File: src/rtl/pcie_dma_pkg.sv
// Shared constants and types for the PCIe DMA read master.
// AXI encodings, 4 KB page size and the control FSM state enum.
package pcie_dma_pkg;

   localparam logic [1:0] BURST_INCR  = 2'b01;
   localparam logic [1:0] RESP_OKAY   = 2'b00;
   localparam int         BOUNDARY_4K = 4096;

   typedef enum logic [1:0] {
      IDLE  = 2'd0,
      ISSUE = 2'd1,
      DRAIN = 2'd2
   } dma_state_t;

endpackage

File: src/rtl/pcie_dma_burst_calc.sv
// Combinational burst sizer: len = min(remaining, MAX_BURST, beats to 4K).
// Ports: page_beat = beat index of addr within its 4 KB page, remaining, len.
module pcie_dma_burst_calc
   import pcie_dma_pkg::*;
#(
   parameter int DATA_WIDTH = 512,
   parameter int MAX_BURST  = 64
) (
   input  logic [11-$clog2(DATA_WIDTH/8):0] page_beat,
   input  logic [31:0]                      remaining,
   output logic [31:0]                      len
);

   localparam int SH = $clog2(DATA_WIDTH / 8);

   logic [31:0] room;
   logic [31:0] cap;

   always_comb begin
      room = 32'(BOUNDARY_4K >> SH) - 32'(page_beat);
      cap  = (remaining < 32'(MAX_BURST)) ? remaining : 32'(MAX_BURST);
      len  = (room < cap) ? room : cap;
   end

endmodule

File: src/rtl/pcie_dma_reader.sv
// AXI4 read master: splits a beat block into 4K-safe INCR bursts, streams R out.
// Ports: start/src_addr/beat_count in, busy/done/rd_error out, AXI AR/R master,
// AXI-Stream master. Macro PCIE_DMA_READER_PATTERN_CHECK_EN adds pattern_errs.
module pcie_dma_reader
   import pcie_dma_pkg::*;
#(
   parameter int DATA_WIDTH      = 512,
   parameter int ADDR_WIDTH      = 64,
   parameter int MAX_BURST       = 64,
   parameter int MAX_OUTSTANDING = 4
) (
   input  logic                  clk,
   input  logic                  resetn,
   input  logic                  start,
   input  logic [ADDR_WIDTH-1:0] src_addr,
   input  logic [31:0]           beat_count,
   output logic                  busy,
   output logic                  done,
   output logic                  rd_error,
`ifdef PCIE_DMA_READER_PATTERN_CHECK_EN
   output logic [31:0]           pattern_errs,
`endif
   output logic [ADDR_WIDTH-1:0] M_AXI_ARADDR,
   output logic [7:0]            M_AXI_ARLEN,
   output logic [2:0]            M_AXI_ARSIZE,
   output logic [1:0]            M_AXI_ARBURST,
   output logic [3:0]            M_AXI_ARID,
   output logic [2:0]            M_AXI_ARPROT,
   output logic                  M_AXI_ARLOCK,
   output logic [3:0]            M_AXI_ARCACHE,
   output logic [3:0]            M_AXI_ARQOS,
   output logic                  M_AXI_ARVALID,
   input  logic                  M_AXI_ARREADY,
   input  logic [DATA_WIDTH-1:0] M_AXI_RDATA,
   input  logic [1:0]            M_AXI_RRESP,
   input  logic                  M_AXI_RLAST,
   input  logic                  M_AXI_RVALID,
   output logic                  M_AXI_RREADY,
   output logic [DATA_WIDTH-1:0] AXIS_TDATA,
   output logic                  AXIS_TVALID,
   output logic                  AXIS_TLAST,
   input  logic                  AXIS_TREADY
);

   localparam int BPB = DATA_WIDTH / 8;
   localparam int SH  = $clog2(BPB);
   localparam int OW  = $clog2(MAX_OUTSTANDING + 1);
   localparam logic [ADDR_WIDTH-1:0] ALIGN = ~ADDR_WIDTH'(BPB - 1);

   dma_state_t            state;
   logic [ADDR_WIDTH-1:0] addr;
   logic [31:0]           remaining;
   logic [31:0]           total;
   logic [31:0]           beats_rx;
   logic [OW-1:0]         outstanding;
   logic [31:0]           len;
   logic [31:0]           len_q;
   logic                  ar_hs;
   logic                  r_hs;
   logic                  rlast_hs;
   logic                  pat_miss;
   logic                  r_bad;

   pcie_dma_burst_calc #(
      .DATA_WIDTH (DATA_WIDTH),
      .MAX_BURST  (MAX_BURST)
   ) u_calc (
      .page_beat (addr[11:SH]),
      .remaining (remaining),
      .len       (len)
   );

   assign M_AXI_ARSIZE  = 3'(SH);
   assign M_AXI_ARBURST = BURST_INCR;
   assign M_AXI_ARID    = '0;
   assign M_AXI_ARPROT  = '0;
   assign M_AXI_ARLOCK  = 1'b0;
   assign M_AXI_ARCACHE = '0;
   assign M_AXI_ARQOS   = '0;

   // R channel is a wire-through to the stream; no buffering.
   assign AXIS_TDATA   = M_AXI_RDATA;
   assign AXIS_TVALID  = M_AXI_RVALID;
   assign M_AXI_RREADY = AXIS_TREADY;
   assign AXIS_TLAST   = M_AXI_RVALID & (beats_rx == total - 32'd1);

   assign ar_hs    = M_AXI_ARVALID & M_AXI_ARREADY;
   assign r_hs     = M_AXI_RVALID & AXIS_TREADY;
   assign rlast_hs = r_hs & M_AXI_RLAST;
   assign r_bad    = r_hs & ((M_AXI_RRESP != RESP_OKAY) | pat_miss);

`ifdef PCIE_DMA_READER_PATTERN_CHECK_EN
   logic [ADDR_WIDTH-1:0] exp_addr;

   assign pat_miss = M_AXI_RDATA[63:0] != 64'(exp_addr);

   always_ff @(posedge clk) begin
      if (!resetn) begin
         exp_addr     <= '0;
         pattern_errs <= '0;
      end else if (state == IDLE && !busy && start) begin
         exp_addr     <= src_addr & ALIGN;
         pattern_errs <= '0;
      end else if (r_hs) begin
         exp_addr <= exp_addr + ADDR_WIDTH'(BPB);
         if (pat_miss && pattern_errs != 32'hFFFF_FFFF)
            pattern_errs <= pattern_errs + 32'd1;
      end
   end
`else
   assign pat_miss = 1'b0;
`endif

   always_ff @(posedge clk) begin
      if (!resetn) begin
         state         <= IDLE;
         addr          <= '0;
         remaining     <= '0;
         total         <= '0;
         beats_rx      <= '0;
         outstanding   <= '0;
         len_q         <= '0;
         busy          <= 1'b0;
         done          <= 1'b0;
         rd_error      <= 1'b0;
         M_AXI_ARVALID <= 1'b0;
         M_AXI_ARADDR  <= '0;
         M_AXI_ARLEN   <= '0;
      end else begin
         done <= 1'b0;
         if (r_hs)
            beats_rx <= beats_rx + 32'd1;
         if (r_bad)
            rd_error <= 1'b1;
         case ({ar_hs, rlast_hs})
            2'b10:   outstanding <= outstanding + OW'(1);
            2'b01:   outstanding <= outstanding - OW'(1);
            default: ;
         endcase
         unique case (state)
            IDLE: begin
               // busy set here only by a zero-length start: hold it one cycle
               if (busy) begin
                  busy <= 1'b0;
               end else if (start) begin
                  addr        <= src_addr & ALIGN;
                  remaining   <= beat_count;
                  total       <= beat_count;
                  beats_rx    <= '0;
                  outstanding <= '0;
                  rd_error    <= 1'b0;
                  busy        <= 1'b1;
                  if (beat_count == 32'd0)
                     done <= 1'b1;
                  else
                     state <= ISSUE;
               end
            end
            ISSUE: begin
               if (!M_AXI_ARVALID &&
                   outstanding < OW'(MAX_OUTSTANDING)) begin
                  M_AXI_ARVALID <= 1'b1;
                  M_AXI_ARADDR  <= addr;
                  M_AXI_ARLEN   <= 8'(len - 32'd1);
                  len_q         <= len;
               end else if (ar_hs) begin
                  M_AXI_ARVALID <= 1'b0;
                  addr          <= addr + (ADDR_WIDTH'(len_q) << SH);
                  remaining     <= remaining - len_q;
                  if (remaining == len_q)
                     state <= DRAIN;
               end
            end
            DRAIN: begin
               if (outstanding == '0 && beats_rx == total) begin
                  state <= IDLE;
                  busy  <= 1'b0;
                  done  <= 1'b1;
               end
            end
            default: state <= IDLE;
         endcase
      end
   end

endmodule

File: config.mk
export PLATFORM = sky130hd
export DESIGN_NAME = pcie_dma_reader
export DESIGN_NICKNAME = d
export VERILOG_FILES = /design/src/rtl/pcie_dma_pkg.sv /design/src/rtl/pcie_dma_burst_calc.sv /design/src/rtl/pcie_dma_reader.sv
export SDC_FILE = /design/constraint.sdc
export NUM_CORES = 1
export LEC_CHECK = 0
export ABC_AREA = 1
export ABC_CLOCK_PERIOD_IN_PS = 2850
export CAP_MARGIN = 20
export CORE_AREA = 2 2 474 476
export CTS_CLUSTER_DIAMETER = 50
export DETAILED_ROUTE_END_ITERATION = 8
export DIE_AREA = 0 0 476 478
export HOLD_SLACK_MARGIN = 0.15
export SYNTH_ARGS = -nofsm -noshare
export SYNTH_HDL_FRONTEND = slang
export SYNTH_SLANG_ARGS = --single-unit
File: constraint.sdc
create_clock -name clk -period 2.85 [get_ports clk]
set_clock_uncertainty 0.15 [all_clocks]
set_input_delay 0.285 -clock clk [delete_from_list [all_inputs] [get_ports clk]]
set_output_delay 0.285 -clock clk [all_outputs]
set_load 0.05 [all_outputs]
==> flow_metrics.tcl, run 1 <==
set metrics [dict create \
    grt_usage_pct 12.42 \
    crit_chain "inv_2 > buf_6 > nand2_1 > nor2_2 > nand4_1 > nor2_2 > nand3_2 > nor2_4 > nand2_2 > nor3_4 > buf_4 > nor2_1 > a211oi_1 > nand4_1 > nor2_4 > buf_12 > buf_12" \
    reg2reg_setup_slack_ns -0.14 \
    synth_seq_area_share_pct 25.67 \
    core_um2 223200 \
    fin_crit_ns 3.407 \
    outcome "finished, violations left" \
    min-delay-start "resetn" \
    cap_viol_max_count 0 \
    drt_wl_total_um 149000 \
    fin_crit_sh_pct 119.5 \
    crit_required_ns 2.41 \
    powerDensity_nw_per_um2 917.0 \
    crit_type "reg2out" \
    crit_path_end_kind "output port" \
    rr_worst_depth 21 \
    routedWlPerCell_um 25.52 \
    rsz0062_at_grt "true" \
    portBuffers 171 \
    slew_viol_final 0 \
    preCtsSetupSlack_ns -0.3144 \
    leakage_nw 9.557 \
    crit_start "total[1]" \
    diodes 0 \
    critPathSlowestCell "dfxtp_2" \
    grt_pass1_vias 17620 \
    slowest_delay_ns 0.32 \
    hold_viol 0 \
    avgSynthCellArea_um2 6.799 \
    crit_cells 17 \
    dp.cells 5754 \
    die_h_um 478 \
    postSynthCellCount 2994 \
    cts.sinks 261 \
    drive_gt1_share_pct 17.02 \
    r2r_end "M_AXI_ARLEN[6]" \
    tightestPinTransition_ns 0.7354 \
    row_count 174 \
    endpoint "AXIS_TLAST" \
    start_util_pct 9.122 \
    area_growth_syn_to_layout_pct 23.97 \
    drc 0 \
    die_w_um 476 \
    place_area_um2 23170 \
    relSlewSlack_pct 50.82 \
    htree_levels 2 \
    drtIter0Drc 1557 \
    cts_made_buffers 35 \
    finalNonFillerCells 5836 \
    irDropWorstVdd_mv 0.5587 \
    arrival_ns 2.97 \
    grt_max_degree 127 \
    r2r_start "addr[6]" \
    drt.antenna.violating_nets 0 \
    hold_class "in2reg" \
    yosys_warnings 0 \
    vias 19050 \
    clkTransAtPathRegs_ns 0.06 \
    path_buf_inv 5 \
    dr.pass1.iters 6 \
    layout_setup_ws_ns -0.5571 \
    syn_area_um2 20360 \
    boundaryPins 1229 \
    antenna_found_initial 33 \
    nFillCells 26020 \
    root_buffer "clkbuf_16" \
    cts_tree "done" \
    post-dp-hpwl_um 131200 \
    worstSkewPairLatency_ns 0.55 \
    yosys_register_bits 261 \
    power_mw 23.14 \
    fin_nets 3516 \
    grt_pass1_wl_um 185800 \
    gp_congestion 0.8819 \
    violations "negative setup slack" \
    cts_buffer_depth 3 \
    worstPathMaxFanout 3 \
    grt_overflow 0 \
    fin_tns_setup_ns -0.9173 \
    start_kind "flop" \
    via_per_inst 3.264 \
    synth_cell_types 54 \
    crit_family "simple AND/OR/NAND/NOR gates" \
    die_area_um2 227500 \
    finalSetupViolCount 6 \
    post-route-cell-area_um2 25240 \
    fmax_mhz 293.5 \
]
==> routing by layer <==
| layer | GRT usage [%] | vias up | routed length (um) |
|---|---|---|---|
| met5 | 1.599 | - | 519 |
| met4 | 4.351 | 14 | 6466 |
| met3 | 14.70 | 369 | 39780 |
| met2 | 18.06 | 1349 | 60880 |
| met1 | 10.34 | 8461 | 41310 |
| li1 | - | 8854 | - |
==> worst reg2reg max path: stages (launching register included) <==
cell	delay, ns
dfxtp_2	0.35
inv_1	0.07
ha_1	0.24
xnor2_1	0.45
ha_4	0.29
nand2_1	0.06
inv_1	0.05
nand2_1	0.06
nand2_2	0.09
nand2_4	0.10
nand2_4	0.09
nand2_2	0.09
o21ai_2	0.07
inv_2	0.08
ha_4	0.14
inv_2	0.04
nor2_4	0.13
nand3_2	0.09
nand2_2	0.07
nand3_2	0.06
nand2_1	0.08
inv_1	0.04
==> layout make-up <==
| class | count | area, um^2 | share of cell area [%] |
|---|---|---|---|
| multi-input cells | 1871 | 10530 | 41.72 |
| repair buffers | 396 | 3581 | 14.19 |
| well taps | 2992 | 3744 | 14.83 |
| clock inverters | 18 | 236.5 | 0.9371 |
| flip-flops and latches | 261 | 5244 | 20.78 |
| clock buffers | 41 | 928.4 | 3.679 |
| inverters | 257 | 973.4 | 3.857 |
==> flip-flops by register name, summed over array words and instances, names as in the netlist, 2 cells and up <==
name / cells
M_AXI_ARADDR: 58
addr: 58
beats_rx: 32
len_q: 32
remaining: 32
total: 32
M_AXI_ARLEN: 8
outstanding: 3
state: 2
==> cell families after synthesis <==
family / after synthesis / share of synthesized area [%]
fa+ha+maj: 77 / 4.844
mux: 1 / 0.04918
buf+inv: 887 / 26.41
flops: 261 / 25.67
simple gates: 1067 / 22.40
other cells: 2 / 0.03689
compound gates: 580 / 15.48
xor+xnor: 119 / 5.120
==> Yosys cell counts (all sizes together) <==
master   count  area, um^2
nand4       31       193.9
ha          74       925.9
nor3b        4       30.03
inv        255       957.2
xor2        94       823.3
a31o         1       8.760
nand2      394        1511
xnor2       25       219.0
a211oi       9       67.56
a21boi       5       37.54
o22ai        1       6.260
nand2b       1       6.260
nor4        30       232.7
or2         12       75.08
o21ai      236        1196
a221oi       5       43.79
nand3       90       455.4
nor3        63       331.6
or4          1       7.510
mux2i        1       10.01
o221ai       4       35.03
a2bb2oi      1       8.760
o21bai      11       82.58
a31oi       10       62.56
and2         2       12.51
o31ai        2       15.01
buf        555        4129
o21a         8       60.06
and3         1       6.260
dfxtp      261        5225
clkbuf      75       281.5
a21oi      251        1256
clkinv       2       7.510
a21o        13       97.59
nor2       436        1682
o211ai      23       172.7
nand3b       2       15.01
conb         2       7.510
fa           3       60.06
==> cell usage in the layout (no fill, tap or decap), types with 15 or more instances in the layout <==
master           Yosys  routed
conb_1               2      27
nor3_1              61      57
nor4_1              27      24
nand2_1            383     350
inv_1              250     231
dfxtp_1            261     248
o21ai_0            228     212
inv_2                5      20
ha_1                74      60
xnor2_1             25      23
o211ai_1            23      23
o21ai_1              4      15
clkbuf_16            0      36
nand2_2             10      36
nand4_1             31      31
nand3_1             89      75
buf_4              541     208
a21oi_1            251     239
nor2_4               4      18
xor2_1              94      94
clkdlybuf4s50_1      0     166
nor2_1             426     403
nor2_2               6      15
==> where the power goes <==
group | switching, mW | total (mW) | internal (mW) | leakage [nW]
Combinational | 8.25 | 13.4 | 5.12 | 6.85
Sequential | 0.678 | 5.19 | 4.51 | 2.14
Clock | 1.86 | 4.58 | 2.72 | 0.564
Total | 10.8 | 23.1 | 12.4 | 9.56
==> through the flow <==
stage	hold WS [ns]	util [%]
final	0.1934	11.31
after floorplan	0.2699	-
after global placement	0.2906	10.39
after CTS	0.1985	11.00
after global routing	0.2295	11.31
after detailed placement	0.2921	10.39
==> worst min path at each step <==
stage / to / slack [ns] / depth (start not counted)
floorplan: total[31] / 0.27 / 2
global placement: rd_error / 0.29 / 2
detailed placement: rd_error / 0.29 / 2
CTS: state[1] / 0.20 / 4
global route: M_AXI_ARVALID / 0.23 / 4
finish: total[1] / 0.19 / 4
==> timing repair <==
item | CTS | global route
resized for setup | 33 | 165
gates cloned | 0 | 1
hold buffers | 0 | 0
endpoints found under the setup margin | 17 | 52
pin swaps | 28 | 67
buffers inserted | 12 | 16
(Power assumes the default switching activity.)
==> run 2: changes to the inputs <==
Settings changed: SLEW_MARGIN from default to 20.
==> results of run 2 <==
No change in the layout: final DEF, timing and power equal those of run 1.
==> run 3: changes to the inputs <==
Settings changed: SLEW_MARGIN 20 to 40.
==> results of run 3 <==
No change in the layout: final DEF, timing and power equal those of run 1.
